**src/rtl/rat_io_hub.sv**
```systemverilog
// rat_io_hub: port-mapped I/O hub for the RAT MCU bus.
// It provides general output registers, an input read multiplexer, a VGA
// framebuffer write port with optional X auto-increment, and a maskable
// edge-triggered interrupt controller that drives the MCU INTERRUPT pulse.
module rat_io_hub #(
  parameter int         NUM_OUT  = 4,
  parameter logic [7:0] OUT_BASE = 8'h40,
  parameter int         NUM_IN   = 2,
  parameter logic [7:0] IN_BASE  = 8'h20,
  parameter int         FB_AW    = 13,
  parameter int         FB_XW    = 7,
  parameter int         NUM_IRQ  = 4,
  parameter logic [7:0] VGA_BASE = 8'h90,
  parameter logic [7:0] IRQ_BASE = 8'hF0
) (
  input  logic                   CLK,
  input  logic                   RESET,
  input  logic [7:0]             PORT_ID,
  input  logic [7:0]             OUT_PORT,
  input  logic                   IO_STRB,
  output logic [7:0]             IN_PORT,
  input  logic [NUM_IN*8-1:0]    IN_DATA,
  output logic [NUM_OUT*8-1:0]   OUT_DATA,
  output logic [FB_AW-1:0]       FB_WA,
  output logic [7:0]             FB_WD,
  output logic                   FB_WE,
  input  logic [7:0]             FB_RD,
  input  logic [NUM_IRQ-1:0]     IRQ_SRC,
  output logic                   INTERRUPT
);

  localparam int YW = FB_AW - FB_XW;

  // Half-open ranges [a, a+an) and [b, b+bn) intersect.
  function automatic bit ovl(int a, int an, int b, int bn);
    return (a < b + bn) && (b < a + an);
  endfunction

  localparam int OB = int'(OUT_BASE);
  localparam int IB = int'(IN_BASE);
  localparam int VB = int'(VGA_BASE);
  localparam int QB = int'(IRQ_BASE);

  localparam bit RANGE_OVERLAP =
    ovl(OB, NUM_OUT, IB, NUM_IN) || ovl(OB, NUM_OUT, VB, 5) ||
    ovl(OB, NUM_OUT, QB, 3)      || ovl(IB, NUM_IN, VB, 5)   ||
    ovl(IB, NUM_IN, QB, 3)       || ovl(VB, 5, QB, 3);

  localparam bit RANGE_WRAP =
    (OB + NUM_OUT > 256) || (IB + NUM_IN > 256) || (VB + 5 > 256) || (QB + 3 > 256);

  localparam bit BAD_PARAM =
    (NUM_OUT < 1) || (NUM_OUT > 16) || (NUM_IN < 1) || (NUM_IN > 16) ||
    (NUM_IRQ < 1) || (NUM_IRQ > 8)  || (FB_XW < 1)  || (FB_XW > 8)   ||
    (YW < 1)      || (YW > 8);

  // Refuse to elaborate a map where two devices would answer the same ID.
  if (RANGE_OVERLAP || RANGE_WRAP) begin : g_map_err
    $error("rat_io_hub: port ranges overlap or exceed 8'hFF");
  end
  if (BAD_PARAM) begin : g_param_err
    $error("rat_io_hub: parameter out of supported range");
  end

  localparam logic [FB_XW-1:0] X_ONE = 1;

  // Register-port decode, qualified by the write strobe
  logic wr_haddr, wr_laddr, wr_color, wr_ctrl, wr_mask, wr_ack;
  assign wr_haddr = IO_STRB && (PORT_ID == VGA_BASE);
  assign wr_laddr = IO_STRB && (PORT_ID == VGA_BASE + 8'd1);
  assign wr_color = IO_STRB && (PORT_ID == VGA_BASE + 8'd2);
  assign wr_ctrl  = IO_STRB && (PORT_ID == VGA_BASE + 8'd4);
  assign wr_mask  = IO_STRB && (PORT_ID == IRQ_BASE + 8'd1);
  assign wr_ack   = IO_STRB && (PORT_ID == IRQ_BASE + 8'd2);

  logic [FB_XW-1:0]   x;
  logic [YW-1:0]      y;
  logic               auto_inc;
  logic [NUM_IRQ-1:0] prev, pending, mask, rise;
  logic               req, req_q;

  assign FB_WA = {y, x};
  assign rise  = IRQ_SRC & ~prev;
  assign req   = |(pending & mask);

  // Output register lanes: each lane loads only on a write to its own ID
  always_ff @(posedge CLK) begin
    if (RESET) begin
      OUT_DATA <= '0;
    end else begin
      for (int i = 0; i < NUM_OUT; i++) begin
        if (IO_STRB && (PORT_ID == 8'(OB + i)))
          OUT_DATA[8*i +: 8] <= OUT_PORT;
      end
    end
  end

  // Read multiplexer, combinational and independent of the strobe
  always_comb begin
    IN_PORT = 8'h00;
    for (int i = 0; i < NUM_IN; i++) begin
      if (PORT_ID == 8'(IB + i)) IN_PORT = IN_DATA[8*i +: 8];
    end
    if (PORT_ID == VGA_BASE + 8'd3) IN_PORT = FB_RD;
    if (PORT_ID == VGA_BASE + 8'd4) IN_PORT = {7'b0, auto_inc};
    if (PORT_ID == IRQ_BASE) begin
      IN_PORT = 8'h00;
      IN_PORT[NUM_IRQ-1:0] = pending;
    end
    if (PORT_ID == IRQ_BASE + 8'd1) begin
      IN_PORT = 8'h00;
      IN_PORT[NUM_IRQ-1:0] = mask;
    end
  end

  // Framebuffer port: explicit address writes beat the post-write X increment,
  // which is applied at the end of each FB_WE cycle using the current auto_inc
  always_ff @(posedge CLK) begin
    if (RESET) begin
      x        <= '0;
      y        <= '0;
      auto_inc <= 1'b0;
      FB_WD    <= 8'h00;
      FB_WE    <= 1'b0;
    end else begin
      FB_WE <= wr_color;
      if (wr_color) FB_WD <= OUT_PORT;
      if (wr_laddr)                x <= OUT_PORT[FB_XW-1:0];
      else if (FB_WE && auto_inc)  x <= x + X_ONE;
      if (wr_haddr) y <= OUT_PORT[YW-1:0];
      if (wr_ctrl)  auto_inc <= OUT_PORT[0];
    end
  end

  // Interrupt controller: edge capture wins over a same-cycle ACK, and the
  // pulse fires on every 0->1 transition of the masked request
  always_ff @(posedge CLK) begin
    if (RESET) begin
      prev      <= IRQ_SRC;
      pending   <= '0;
      mask      <= '0;
      req_q     <= 1'b0;
      INTERRUPT <= 1'b0;
    end else begin
      prev      <= IRQ_SRC;
      pending   <= (pending & ~(wr_ack ? OUT_PORT[NUM_IRQ-1:0] : '0)) | rise;
      if (wr_mask) mask <= OUT_PORT[NUM_IRQ-1:0];
      req_q     <= req;
      INTERRUPT <= req & ~req_q;
    end
  end

endmodule

```
**config.mk**
```make
export PLATFORM = sky130hd
export DESIGN_NAME = rat_io_hub
export DESIGN_NICKNAME = d
export VERILOG_FILES = /design/src/rtl/rat_io_hub.sv
export SDC_FILE = /design/constraint.sdc
export NUM_CORES = 1
export LEC_CHECK = 0
export ABC_AREA = 1
export BUFFER_PORTS_ARGS = -buffer_cell sky130_fd_sc_hd__buf_2
export CELL_PAD_IN_SITES_DETAIL_PLACEMENT = 2
export CELL_PAD_IN_SITES_GLOBAL_PLACEMENT = 2
export CORE_ASPECT_RATIO = 1.5
export CORE_MARGIN = 8
export CORE_UTILIZATION = 26
export DETAILED_ROUTE_END_ITERATION = 8
export PLACE_DENSITY_LB_ADDON = 0.05
export SLEW_MARGIN = 30
export SYNTH_ARGS = -nofsm -noshare
export SYNTH_HDL_FRONTEND = slang
export SYNTH_SLANG_ARGS = --single-unit
export TNS_END_PERCENT = 5
```
**constraint.sdc**
```tcl
create_clock -name CLK -period 3.2 [get_ports CLK]
set_input_delay 0.32 -clock CLK [delete_from_list [all_inputs] [get_ports CLK]]
set_output_delay 0.32 -clock CLK [all_outputs]
set_load 0.03 [all_outputs]
```
==> impl_metrics.env <==
export IMPL_fin_crit_ns=2.06
export IMPL_critical_path_max_fanout=7
export IMPL_gp_congestion=0.771
export IMPL_hpwlAfterDp_um=9390
export IMPL_max_cap_violations=0
export IMPL_area_growth_pct=29.7
export IMPL_antenna_cells=0
export IMPL_design_die_area_sq_um=15800
export IMPL_end_kind="output port"
export IMPL_coreArea_sq_um=11800
export IMPL_pre_cts_slack_ns=1.10
export IMPL_dr_first_iter_drc_count=87
export IMPL_post_drt_wl_per_cell_um=17.6
export IMPL_insertion_delay_ns=0.33
export IMPL_cts_setup_buffers=0
export IMPL_cts_buffers=9
export IMPL_slew_headroom_pct=56.2
export IMPL_finalSetupViolations=0
export IMPL_grt_ovfl_total=0
export IMPL_vias_per_cell=4.70
export IMPL_first_pass_iters=4
export IMPL_crit_family="simple AND/OR/NAND/NOR gates"
export IMPL_syn_area_sq_um=3120
export IMPL_ys_seq_area_share_pct=44.2
export IMPL_portBuffers=109
export IMPL_hold_path_class="input port to register"
export IMPL_worst_slew_pin_slew_ns=0.655
export IMPL_drtAntennaViolNets=0
export IMPL_path_buf_inv=2
export IMPL_syn_inst=418
export IMPL_hold_buffers=0
export IMPL_rsz0062_at_grt="no"
export IMPL_syn_avg_cell_area_sq_um=7.47
export IMPL_cts_max_path_buffers=2
export IMPL_syn_num_nets=466
export IMPL_initial_core_util_pct=26.4
export IMPL_htree_levels=3
export IMPL_synth_seq_cells=69
export IMPL_grt_pass1_wl_um=19000
export IMPL_fin_tns_setup_ns=0
export IMPL_nNetsFinal=573
export IMPL_yosysWarnings=0
export IMPL_num_vias=3211
export IMPL_start_kind="input port"
export IMPL_clockRootBuffer="clkbuf_16"
export IMPL_p_per_area_nw_per_um2=486
export IMPL_peakVddDrop_mv=0.271
export IMPL_io_pins=110
export IMPL_postLayoutSetupSlackWorst_ns=1.14
export IMPL_synth_most_common_cell="nand2_1"
export IMPL_wirelength_um=12000
export IMPL_fin_crit_sh_pct=64.3
export IMPL_worst_ep_required_time_ns=2.88
export IMPL_grt_max_degree=35
export IMPL_cts_tree="built"
export IMPL_fmax_mhz=486
export IMPL_post_route_drc_count=0
export IMPL_antenna_found_initial=0
export IMPL_die_h_um=150
export IMPL_p_leak_uw=0.00193
export IMPL_status="finished clean"
export IMPL_worstSetupPathType="input port to output port"
export IMPL_synth_common_cells="nand2_1 (79), dfxtp_1 (69), nor2_1 (54)"
export IMPL_synth_main_ff_cell="dfxtp_1"
export IMPL_layout_drive_gt1_share_pct=28.5
export IMPL_synthDistinctLibCells=31
export IMPL_hold_viol=0
export IMPL_rows=49
export IMPL_track_usage_pct=15.4
export IMPL_synthTopCellsByArea="dfxtp_1 (44%), nand2_1 (9.5%), a21oi_1 (8.0%)"
export IMPL_synth_largest_area_cell="dfxtp_1"
export IMPL_clkSinkCount=69
export IMPL_drv_slew=0
export IMPL_clk_pin_slew_ns=0.06
export IMPL_worstPathArrival_ns=1.74
export IMPL_fin_skew_ns=0.00442
export IMPL_die_x_um=105
export IMPL_cts_resized_gates=0
export IMPL_grt_pass1_vias=3510
export IMPL_synth_edf_count=0
export IMPL_cp_cell_sequence="buf_2 > nor2_4 > nand3_4 > nor2_1 > nand2_1 > nand2_1 > nor2_1 > nand3_1 > buf_2"
export IMPL_crit_slowest_cell="nor2_1"
export IMPL_synthArstFlopShare_pct=0
export IMPL_cpPeakStageDelay_ns=0.43
export IMPL_yosysTopAreaCellShare_pct=44.2
==> cells by family (layout without fill, tap and decap cells) <==
group,count (synthesis),count (layout),synth area share (%)
AO/OA/AOI/OAI,97,97,15.9
XOR/XNOR,1,1,0.281
adder cells (fa/ha/maj),1,1,0.401
buffers and inverters,57,169,8.50
flip-flops,69,69,44.2
AND/OR/NAND/NOR,193,193,30.7
==> area by class of cell <==
class                      count  area (sq um)
clock buffer                  12           236
clock inverter                 4          48.8
fill                        1434          7780
inverter                      43           164
multi-input combinational    292          1480
sequential                    69          1380
tap                          153           191
timing repair buffer         110           553
==> final timing paths <==
check / start / to / slack [ns] / cells after the start
setup / recovery: PORT_ID[3] / IN_PORT[2] / 1.14 / 9
hold reg to reg: req_q / INTERRUPT / 0.40 / 1
hold / removal: IRQ_SRC[0] / prev[0] / 0.11 / 1
setup reg to reg: x[0] / x[6] / 1.78 / 9
==> stage by stage <==
step | std cells | hold slack [ns] | util (%) | cell area (sq um) | power [uW]
2_1_floorplan | 418 | 0.348 | - | 3120 | 952
3_3_place_gp | 667 | 0.388 | 31.8 | 3760 | 1010
3_5_place_dp | 667 | 0.393 | 31.8 | 3760 | 1020
4_1_cts | 683 | 0.0928 | 34.2 | 4050 | 2000
5_1_grt | 683 | 0.0915 | 34.2 | 4050 | 2040
6_report | 683 | 0.106 | 34.2 | 4050 | 1970
==> sequential cells by signal (all words and copies together), names as in the netlist <==
register,count
OUT_DATA,32
FB_WD,8
x,7
y,6
mask,4
pending,4
prev,4
FB_WE,1
INTERRUPT,1
auto_inc,1
req_q,1
==> per-layer routing <==
layer  global-route usage [%]  up-vias  part of all wire (%)  wire [um]
met1                     16.1     1544                    41       4920
met2                     29.2       75                    53       6400
met5                        0        -                     0          0
li1                         -     1578                     -          -
met4                     5.02        0                   1.6        189
met3                     3.81       14                   4.1        498
==> cell usage in the layout (no fill, tap or decap), drive strengths merged <==
cell type / n
a211oi: 1
a21oi: 50
a22o: 2
and2: 1
buf: 110
bufinv: 1
clkbuf: 12
clkinv: 3
dfxtp: 69
ha: 1
inv: 43
nand2: 84
nand3: 26
nand4: 9
nor2: 66
nor3: 6
nor3b: 1
o21ai: 44
xor2: 1
==> report_power, final <==
part / internal [uW] / switching, uW / total (uW)
Sequential: 867 / 4.75 / 872
Combinational: 37.2 / 84.8 / 122
Clock: 603 / 374 / 977
(Power assumes the default switching activity.)
